`src/rtl/median_sort_arbiter.sv`:
```
// median_sort_arbiter: round-robin arbiter that shares one 9-input sorter
// between NUM_REQ 3x3 window requesters and returns the median to the winner.
// Optional feature macro: MEDIAN_ARB_TIMEOUT_EN (RUN-state watchdog with ABORT).
`ifndef BITWIDTH
`define BITWIDTH 8
`endif

module median_sort_arbiter #(
    parameter int NUM_REQ        = 4,
    parameter int TIMEOUT_CYCLES = 63
) (
    input  logic                            CLK,
    input  logic                            RST,
    input  logic [NUM_REQ-1:0]              req_i,
    input  logic [NUM_REQ*9*`BITWIDTH-1:0]  win_data_i,
    output logic [NUM_REQ-1:0]              grant_o,
    output logic [NUM_REQ-1:0]              ack_o,
    output logic [`BITWIDTH-1:0]            median_o,
    output logic                            median_valid_o,
    output logic [1:0]                      req_id_o,
    output logic                            sort_start_o,
    output logic [9*`BITWIDTH-1:0]          sort_data_o,
    input  logic                            sort_valid_i,
    input  logic [`BITWIDTH-1:0]            sort_median_i,
    output logic                            err_o
);
    localparam int BW = `BITWIDTH;
    localparam int WW = 9 * BW;

    localparam logic [2:0] S_IDLE     = 3'd0;
    localparam logic [2:0] S_LOAD     = 3'd1;
    localparam logic [2:0] S_RUN      = 3'd2;
    localparam logic [2:0] S_DONE     = 3'd3;
    localparam logic [2:0] S_WAIT_CLR = 3'd4;
    localparam logic [2:0] S_ABORT    = 3'd5;

    logic [2:0]         state_q, state_d;
    logic [1:0]         ptr_q, ptr_d;
    logic [1:0]         id_q, id_d;
    logic [WW-1:0]      win_q, win_d;
    logic [NUM_REQ-1:0] grant_q, grant_d;
    logic [BW-1:0]      median_q, median_d;
    logic [1:0]         req_id_q, req_id_d;

    logic [NUM_REQ-1:0] hi_req;
    logic [1:0]         pick;
    logic [WW-1:0]      sel_win;
    logic [1:0]         ptr_next;
    logic               ack_pulse;

`ifdef MEDIAN_ARB_TIMEOUT_EN
    localparam int CW = (TIMEOUT_CYCLES < 2) ? 1 : $clog2(TIMEOUT_CYCLES + 1);
    logic [CW-1:0] cnt_q, cnt_d;
`else
    localparam int unused_timeout = TIMEOUT_CYCLES;
`endif

    // Round-robin pick: lowest requester at/above the pointer, else lowest overall.
    always_comb begin
        pick   = ptr_q;
        hi_req = '0;
        for (int j = 0; j < NUM_REQ; j++) begin
            hi_req[j] = req_i[j] && (j >= int'(ptr_q));
        end
        if (|hi_req) begin
            for (int j = NUM_REQ - 1; j >= 0; j--) begin
                if (hi_req[j]) pick = 2'(j);
            end
        end else begin
            for (int j = NUM_REQ - 1; j >= 0; j--) begin
                if (req_i[j]) pick = 2'(j);
            end
        end
    end

    // Mux the winner's window out of the flattened request bus.
    always_comb begin
        sel_win = '0;
        for (int j = 0; j < NUM_REQ; j++) begin
            if (pick == 2'(j)) sel_win = win_data_i[j*WW +: WW];
        end
    end

    assign ptr_next = (id_q == 2'(NUM_REQ - 1)) ? 2'd0 : id_q + 2'd1;

    // Next-state and datapath updates for the handshake with the sorter.
    always_comb begin
        state_d  = state_q;
        ptr_d    = ptr_q;
        id_d     = id_q;
        win_d    = win_q;
        grant_d  = grant_q;
        median_d = median_q;
        req_id_d = req_id_q;
`ifdef MEDIAN_ARB_TIMEOUT_EN
        cnt_d    = cnt_q;
`endif
        case (state_q)
            S_IDLE: begin
                if (|req_i) begin
                    win_d = sel_win;
                    id_d  = pick;
                    for (int j = 0; j < NUM_REQ; j++) grant_d[j] = (pick == 2'(j));
                    state_d = S_LOAD;
                end
            end
            S_LOAD: begin
`ifdef MEDIAN_ARB_TIMEOUT_EN
                cnt_d = '0;
`endif
                state_d = S_RUN;
            end
            S_RUN: begin
                if (sort_valid_i) begin
                    median_d = sort_median_i;
                    req_id_d = id_q;
                    state_d  = S_DONE;
                end
`ifdef MEDIAN_ARB_TIMEOUT_EN
                else if (cnt_q == CW'(TIMEOUT_CYCLES - 1)) begin
                    state_d = S_ABORT;
                end else begin
                    cnt_d = cnt_q + 1'b1;
                end
`endif
            end
            S_DONE: begin
                ptr_d   = ptr_next;
                grant_d = '0;
                state_d = S_WAIT_CLR;
            end
`ifdef MEDIAN_ARB_TIMEOUT_EN
            S_ABORT: begin
                ptr_d   = ptr_next;
                grant_d = '0;
                state_d = S_WAIT_CLR;
            end
`endif
            S_WAIT_CLR: begin
                if (!sort_valid_i) state_d = S_IDLE;
            end
            default: state_d = S_IDLE;
        endcase
    end

    // State and latch registers; reset returns everything to zero/IDLE.
    always_ff @(posedge CLK or negedge RST) begin
        if (!RST) begin
            state_q  <= S_IDLE;
            ptr_q    <= '0;
            id_q     <= '0;
            win_q    <= '0;
            grant_q  <= '0;
            median_q <= '0;
            req_id_q <= '0;
`ifdef MEDIAN_ARB_TIMEOUT_EN
            cnt_q    <= '0;
`endif
        end else begin
            state_q  <= state_d;
            ptr_q    <= ptr_d;
            id_q     <= id_d;
            win_q    <= win_d;
            grant_q  <= grant_d;
            median_q <= median_d;
            req_id_q <= req_id_d;
`ifdef MEDIAN_ARB_TIMEOUT_EN
            cnt_q    <= cnt_d;
`endif
        end
    end

`ifdef MEDIAN_ARB_TIMEOUT_EN
    assign ack_pulse = (state_q == S_DONE) || (state_q == S_ABORT);
    assign err_o     = (state_q == S_ABORT);
`else
    assign ack_pulse = (state_q == S_DONE);
    assign err_o     = 1'b0;
`endif

    // Completion pulse goes only to the recorded owner.
    always_comb begin
        ack_o = '0;
        for (int j = 0; j < NUM_REQ; j++) ack_o[j] = ack_pulse && (id_q == 2'(j));
    end

    assign grant_o        = grant_q;
    assign median_o       = median_q;
    assign req_id_o       = req_id_q;
    assign median_valid_o = (state_q == S_DONE);
    assign sort_start_o   = (state_q == S_RUN);
    assign sort_data_o    = win_q;

endmodule

```
`config.mk`:
```
export PLATFORM = sky130hd
export DESIGN_NAME = median_sort_arbiter
export DESIGN_NICKNAME = d
export VERILOG_FILES = /design/src/rtl/median_sort_arbiter.sv
export SDC_FILE = /design/constraint.sdc
export NUM_CORES = 1
export LEC_CHECK = 0
export BUFFER_PORTS_ARGS = -buffer_cell sky130_fd_sc_hd__buf_2
export CELL_PAD_IN_SITES_DETAIL_PLACEMENT = 1
export CELL_PAD_IN_SITES_GLOBAL_PLACEMENT = 2
export CORE_AREA = 3 3 156 158
export DETAILED_ROUTE_END_ITERATION = 8
export DIE_AREA = 0 0 159 161
export PLACE_DENSITY_LB_ADDON = 0.25
export SLEW_MARGIN = 20
export SYNTH_ARGS = -nofsm -noshare
export SYNTH_HDL_FRONTEND = slang
export SYNTH_SLANG_ARGS = --single-unit
```
`constraint.sdc`:
```
create_clock -name CLK -period 6.2 [get_ports CLK]
set_clock_uncertainty 0.05 [all_clocks]
set_input_delay 0 -clock CLK [delete_from_list [all_inputs] [get_ports CLK]]
set_output_delay 0 -clock CLK [all_outputs]
set_load 0.02 [all_outputs]
```
## Word level (Yosys, flattened, before mapping)

Index checks and enable logic that the tools add are counted.

| storage, ports and cells | value |
|---|---|
| register bits after elaboration | 93 |

| operators by class | value |
|---|---|
| $add $sub $neg | 1 |
| magnitude comparators | 3 |
| equality and inequality tests | 13 |
| multiplexer cells | 19 |
| reduce and logical (&&, ||, !) cells | 17 |

Operators by type and width:

| cell | count |
|---|---|
| 72-bit two-way mux | 4 |
| 2-bit two-way mux | 9 |
| 3-bit one-hot mux with 5 select lines | 1 |
| 3-bit two-way mux | 3 |
| 2-bit == test, second input constant | 4 |
| 4-bit one-hot mux with 2 select lines | 1 |
| 4-bit OR reduction | 2 |
| 1-bit logical AND | 7 |
| 3-bit by 2-bit == test with 1-bit output, second input constant | 2 |
| 2-bit AND reduction | 3 |
| 2-bit by 1-bit == test with 1-bit output, second input constant | 2 |
| 1-bit by 2-bit >= comparator with 1-bit output, first input constant | 2 |
| 2-bit zero test | 2 |
| 4-bit two-way mux | 1 |
| 2-bit inequality test, second input constant | 2 |
| 3-bit by 1-bit == test with 1-bit output, second input constant | 1 |
| 3-bit == test, second input constant | 1 |
| 3-bit zero test | 1 |
| 3-bit AND reduction | 1 |
| 2-bit by 1-bit adder with 2-bit output, second input constant | 1 |
| 2-bit >= comparator, first input constant | 1 |
| 2-bit by 1-bit inequality test with 1-bit output, second input constant | 1 |
| 2-bit nonzero test | 1 |

## Logic depth before layout (Yosys ltp)

Gate-level depths: netlist of the first run.

| logic depth | value |
|---|---|
| depth in word-level cells | 11 |
| mapped depth | 10 |

## Least setup slack after synthesis of the first run

Ideal clock, no wire load.

| timing path | value |
|---|---|
| kind | reg-to-reg |
| start point | register state_q[0] |
| end point | register median_q[0] (netlist: median_o[0]) |
| setup time | 0.125 ns |
| arrival | 1.896 ns |
| required time | 6.025 ns |
| setup slack | 4.129 ns |
| stages on the path, launching flop included | 5 |
| path buffers | 1 |
| period minus slack after synthesis | 2.071 ns |
| cells stage by stage | dfrtp_1 -> nor3b_1 -> and2_1 -> clkbuf_1 -> mux2_2 |

| on the way | value |
|---|---|
| word-level cells in the longest chain between the ends | 2 |

RTL lines:

| element | RTL line | RTL |
|---|---|---|
| start, declared | 37 | `logic [2:0] state_q, state_d;` |
| start signal, assigned | 160 | `state_q <= state_d;` |
| 3-bit by 2-bit == test with 1-bit output | - |  |
| named net sort_start_o | 21 | `output logic sort_start_o,` |
| 2-bit AND reduction (no source line) | - |  |
| end signal, assigned | 165 | `median_q <= median_d;` |
| end, declared | 42 | `logic [BW-1:0] median_q, median_d;` |

The timed path passes the listed nets, and every way through them passes these cells.
A chain may end at the register's enable or synchronous reset.

## Worst setup path after layout of the first run

| timing path | value |
|---|---|
| start point | register ptr_q[1] |
| end point | register win_q[68] (netlist: sort_data_o[68]) |

| on the way | value |
|---|---|
| word-level cells in the longest chain between the ends | 11 |
| elaborated cells on any way between the ends | 23 |
| classes of those cells | order compare: 3; eq/ne: 3; mux: 12; reduce/logical: 5 |

RTL lines:

| element | RTL line | RTL |
|---|---|---|
| start, declared | 38 | `logic [1:0] ptr_q, ptr_d;` |
| start signal, assigned | 161 | `ptr_q <= ptr_d;` |
| 2-bit >= comparator | 63 | `hi_req[j] = req_i[j] && (j >= int'(ptr_q));` |
| 1-bit logical AND | 63 |  |
| 2-bit two-way mux (3 in a row) | 67 | `if (hi_req[j]) pick = 2'(j);` |
| 2-bit two-way mux * | 65 | `if (\|hi_req) begin` |
| 2-bit zero test | 80 | `if (pick == 2'(j)) sel_win = win_data_i[j*WW +: WW];` |
| 72-bit two-way mux (3 in a row) | 80 |  |
| 72-bit two-way mux * | 80 |  |
| end signal, assigned | 163 | `win_q <= win_d;` |
| end, declared | 40 | `logic [WW-1:0] win_q, win_d;` |

Every way passes the cells marked *; elsewhere a longest branch is shown, timed or not.

==> results.cfg, run 1 <==
[logic_synthesis]
synthFlopType = dfrtp_1
synth_cell_types = 43
ys_seq_area_frac = 0.424
synth_area_sq_um = 5480
async_flop_share = 1.00
yosys_warnings = 0
synthCells = 574
syn_area_per_cell_sq_um = 9.55
synth_edf_count = 0
synth-seq-cells = 93
mappedNetlistNets = 881

[worst_setup_path]
slowest_delay_ns = 0.63
worst-path-buf-inv = 4
cpMaxStageDelayCell = buf_4
crit_type = reg2reg
critPathTopFamily = buffers and inverters
cp_cell_sequence = inv_1 > a2bb2oi_1 > o221a_4 > buf_4 > mux2i_1 > dlygate4sd3_1 > a21oi_1 > dlygate4sd3_1 > a21o_1
crit_path_end_kind = register
worstPathRequired_ns = 6.40
startpoint_type = register
worst-path-max-fanout = 34
worstPathArrival_ns = 4.22
crit_top_cell = dlygate4sd3_1

[placed_design]
pre_cts_slack_ns = 3.21
dpl.hpwl_microns = 18700
dp_cells = 1237
place_congestion = 0.786
io_buffers = 394

[grt]
gr-total-overflow = 0
grt_use_total = 0.200
grt_pass1_wl_microns = 40600
grt_pass1_vias = 7074
grt_max_degree = 68
antenna_found_initial = 5

[cells_and_area]
final_cell_mix = 393 x buf_2, 95 x dlygate4sd3_1, 93 x dfrtp_1
post_route_cells_drive_above_1_share = 0.428
mostFrequentLayoutCell = buf_2
syn2layout_area_growth_pct = 64.0
multiInputGateArea_sq_um = 2910
final-instance-count-excl-fill = 1352
fin_nets = 1332
seqCellArea_sq_um = 2330
nFillCells = 2833

[clocking]
clock_sinks = 93
cts_buffers = 9
path_clk_slew_ns = 0.08
root_buffer = clkbuf_16
post_cts_buffers = 0
clock_latency_ns = 0.35
ctsResizeCount = 0
cts_max_level = 3
cts_max_path_buffers = 2
postCtsHoldBufs = 95
cts_tree = yes

[timing]
drv_slew = 0
setup_viol = 0
hold_violations = 0
hold_ws_ns = 0.00998
setup_tns_ns = 0
setup_slack_ns = 2.17
min_period_over_period = 0.650
relSlewSlack = 0.345
rsz0062_at_grt = false
max_freq_mhz = 248
final.min_clock_period_ns = 4.03
worst_pin_slew_ns = 0.983

[drt]
routed_wl_microns = 26400
ant_nets = 0
avgRoutedWirePerCell_microns = 19.6
drc_errors = 0
drtIter0Drc = 281
via_per_inst = 4.80
via_count = 6492
drt_pre_antenna_iters = 4

[floorplan]
core-area_sq_um = 23300
die_w_microns = 159
fp.dieH_microns = 161
start_util = 0.236
dieArea_sq_um = 25600
rows = 56
io_pins = 396

[worst_hold_path]
min_path_type = in2reg

[pwr]
fin_total_pwr_w = 0.00429
power_density_nw_per_um2 = 477
p_leak_nw = 4.65
vdd_drop_max_uv = 217

[flow_run]
cap_violations = 0

[outcome]
outcome = finished clean
[final cells by class]
cell class / instances / area share
clock inverter: 7 / 0.0117
antenna: 3 / 0.000834
tap: 319 / 0.0444
sequential: 93 / 0.259
clock buffer: 9 / 0.0250
timing repair buffer: 498 / 0.333
inverter: 6 / 0.00250
multi-input combinational: 417 / 0.324
[cell usage after synthesis (12+ instances only)]
library cell / n / area share
mux2i_1: 54 / 0.099
a31oi_1: 14 / 0.016
o221ai_1: 55 / 0.088
o22a_1: 15 / 0.024
a21o_1: 54 / 0.074
dfrtp_1: 93 / 0.42
clkbuf_1: 31 / 0.021
o21ai_0: 20 / 0.018
nor2_1: 12 / 0.0082
a21oi_1: 68 / 0.062
nand2_1: 65 / 0.044
buf_2: 15 / 0.014
[routing by layer]
metal  track usage  routed length, microns  vias to the layer above
met5             0                      13                        -
met4        0.0613                     569                        2
met3        0.0495                    1540                       31
met2         0.364                   13800                      238
met1         0.233                   10500                     3156
li1              -                       -                     3065
[cells by family after synthesis]
| family | count (synthesis) | synth area share |
|---|---|---|
| adders and majority gates | 4 | 0.00913 |
| DFF | 93 | 0.424 |
| xor gates and xnor gates | 1 | 0.00160 |
| other | 1 | 0.000684 |
| buffers and inverters | 64 | 0.0543 |
| and+or+nand+nor | 109 | 0.0908 |
| AOI/OAI and AO/OA | 238 | 0.300 |
| muxes | 64 | 0.119 |
[path summary, 6_finish.rpt]
kind | start | to | slack, ns | cells past startpoint
worst max-delay path | ptr_q[1] | sort_data_o[68] | 2.17 | 9
worst min-delay path | win_data_i[32] | sort_data_o[32] | 0.01 | 4
worst max register to register | ptr_q[1] | sort_data_o[68] | 2.17 | 9
worst min register to register | sort_data_o[3] | sort_data_o[3] | 0.42 | 1
max in group asynchronous | RST | sort_data_o[36] | 4.77 | 3
min in group asynchronous | RST | sort_data_o[13] | 0.13 | 2
[report_power, final]
group | leakage (nW) | switching [W] | total [W] | internal, W
clock | 0.159 | 0.000270 | 0.000631 | 0.000361
sequential | 1.12 | 0.000177 | 0.00110 | 0.000918
combinational | 3.38 | 0.00152 | 0.00256 | 0.00104
total | 4.65 | 0.00197 | 0.00429 | 0.00232
[flip-flops by register name, summed over array words and instances, names as in the netlist]
name	cells
sort_data_o	72
ptr_q	2
median_o	8
grant_o	4
id_q	2
state_q	3
req_id_o	2
[tightest hold or removal path, stage by stage]
cell     delay [ns]
buf_2          0.09
mux2i_1        0.06
a21oi_1        0.14
a21o_1         0.09
[metrics by stage]
step	utilization	area (sq um)
3_5_place_dp	0.331	7690
3_3_place_gp	0.331	7690
2_1_floorplan	-	5480
6_report	0.387	9000
4_1_cts	0.386	8980
5_1_grt	0.387	9000
Power figures use the tool's default switching activity.
==> run 2, diff against run 1 <==
--- a/config.mk
+++ b/config.mk
@@ -8,9 +8,9 @@
 export BUFFER_PORTS_ARGS = -buffer_cell sky130_fd_sc_hd__buf_2
 export CELL_PAD_IN_SITES_DETAIL_PLACEMENT = 1
 export CELL_PAD_IN_SITES_GLOBAL_PLACEMENT = 2
-export CORE_AREA = 3 3 156 158
+export CORE_AREA = 3 3 170 172
 export DETAILED_ROUTE_END_ITERATION = 8
-export DIE_AREA = 0 0 159 161
+export DIE_AREA = 0 0 173 175
 export PLACE_DENSITY_LB_ADDON = 0.25
 export SLEW_MARGIN = 20
 export SYNTH_ARGS = -nofsm -noshare
==> constraint.sdc (replaced) <==
create_clock -name CLK -period 3.5 [get_ports CLK]
set_clock_uncertainty 0.05 [all_clocks]
set_input_delay 0 -clock CLK [delete_from_list [all_inputs] [get_ports CLK]]
set_output_delay 0 -clock CLK [all_outputs]
set_load 0.02 [all_outputs]
==> run 2 against run 1 <==
Compared with the run above: clock-buffer cell count did not move; largest cell class unchanged; clock power rose by 74%; worst hold slack improved by 0.0039 ns; largest power group unchanged; via count barely moved; design area rose by 1.6%; die area rose by 18%; fmax rose by 23%.
==> results.cfg, run 2 (synthesis gave the netlist of run 1 again) <==
[worst_hold_path]
hold_depth = 4
min_from = win_data_i[146]
min_path_type = in2reg
holdPathEnd = sort_data_o[2]

[drt]
via_count = 6487
ant_nets = 0
via_per_inst = 4.57
drt_pre_antenna_iters = 5
avgRoutedWirePerCell_microns = 19.1
drc_errors = 0
drtIter0Drc = 165
routed_wl_microns = 27000

[worst_setup_path]
crit_top_cell = dlygate4sd3_1
worstPathArrival_ns = 3.47
worst-path-max-fanout = 30
r2r_start = ptr_q[0]
startpoint_type = register
worstPathRequired_ns = 3.69
crit_type = reg2reg
cpMaxStageDelayCell = dlygate4sd3_1
startpoint = ptr_q[0]
r2r_cells = 9
critPathTopFamily = buffers and inverters
r2r_slack_ns = 0.22
slowest_delay_ns = 0.60
crit_path_end_kind = register
cp_cell_sequence = nor2b_1 > o21ai_0 > o221a_4 > buf_12 > mux2i_1 > dlygate4sd3_1 > a21oi_1 > dlygate4sd3_1 > a21o_1
rr_endpoint = sort_data_o[46]
worst-path-buf-inv = 3

[cells_and_area]
mostFrequentLayoutCell = buf_2
fin_nets = 1335
largest_reg_flops = 72
syn2layout_area_growth_pct = 66.6
final_cell_mix = 393 x buf_2, 93 x dfrtp_1, 90 x dlygate4sd3_1
nFillCells = 3348
post_route_cells_drive_above_1_share = 0.435
final-instance-count-excl-fill = 1418

[clocking]
cts_max_path_buffers = 2
clock_sinks = 93
path_clk_slew_ns = 0.08
cts_buffers = 9
root_buffer = clkbuf_16
cts_tree = yes
cts_max_level = 3
clock_latency_ns = 0.34

[pwr]
fin_total_pwr_w = 0.00773
p_leak_nw = 4.68
vdd_drop_max_uv = 336
power_density_nw_per_um2 = 845

[placed_design]
dpl.hpwl_microns = 19500
io_buffers = 394
place_congestion = 0.763
dp_cells = 1303

[floorplan]
dieArea_sq_um = 30300
die_w_microns = 173
core-area_sq_um = 27600
start_util = 0.198
rows = 61
fp.dieH_microns = 175
io_pins = 396

[outcome]
outcome = finished clean

[timing]
drv_slew = 0
hold_ws_ns = 0.0139
min_period_over_period = 0.937
setup_viol = 0
setup_tns_ns = 0
max_freq_mhz = 305
worst_pin_slew_ns = 0.892
relSlewSlack = 0.405
final.min_clock_period_ns = 3.28
rsz0062_at_grt = false
hold_violations = 0

[grt]
grt_pass1_vias = 7131
grt_use_total = 0.174
gr-total-overflow = 0
grt_pass1_wl_microns = 41500
antenna_found_initial = 8
grt_max_degree = 49

[flow_run]
cap_violations = 0
## run 2: cell types whose count changed in the layout (fill, tap and decap cells not counted), moves of 2 or more
cell,before,now
buf_12,0,5
buf_4,9,13
clkinv_2,0,2
diode_2,3,7
dlygate4sd3_1,95,90
## run 2: layout make-up
| type | count | area [sq um] | area share |
|---|---|---|---|
| multi-input combinational | 417 | 2910 | 0.319 |
| tap | 378 | 473 | 0.0518 |
| clock inverter | 7 | 96.3 | 0.0105 |
| inverter | 6 | 22.5 | 0.00246 |
| antenna | 7 | 17.5 | 0.00192 |
| clock buffer | 9 | 225 | 0.0246 |
| timing repair buffer | 501 | 3070 | 0.335 |
| sequential | 93 | 2330 | 0.255 |
## run 2: layer usage
metal / part of all wire / vias up / wire, microns / global-route usage
met5: 0 / - / 0 / 0
met4: 0.020 / 0 / 531 / 0.0534
met3: 0.059 / 27 / 1610 / 0.0437
met2: 0.52 / 231 / 14000 / 0.320
met1: 0.40 / 3154 / 10900 / 0.198
li1: - / 3075 / - / -
## run 2: worst max-delay path by stage
stage	end	depth (start not counted)
after detailed placement	sort_data_o[63]	7
after global placement	sort_data_o[56]	7
final	sort_data_o[46]	9
after floorplan	median_o[0]	4
after CTS	sort_data_o[58]	9
after global routing	sort_data_o[46]	9
## run 2: tightest hold or removal path: cells and delay by family
kind            cells  cell delay (ns)
compound gates      3             0.30
buf+inv             1             0.07
## run 2: report_power, final
part           switching, W  internal (W)
Combinational       0.00273       0.00195
Clock              0.000471      0.000632
Sequential         0.000312       0.00163
## run 2: metrics by stage
stage | instance area [sq um] | worst slack, ns | utilization
detailed placement | 7880 | 0.879 | 0.285
global placement | 7880 | 0.940 | 0.285
global route | 9140 | 0.0415 | 0.331
floorplan | 5480 | 1.43 | -
finish | 9140 | 0.220 | 0.331
CTS | 9110 | 0.0322 | 0.330
## run 2: repair_timing
action,4_1_cts,5_1_grt
gates resized for setup,0,0
hold buffers,90,0
setup endpoints to repair,0,4
setup buffers,0,2
endpoints found under the hold margin,103,0
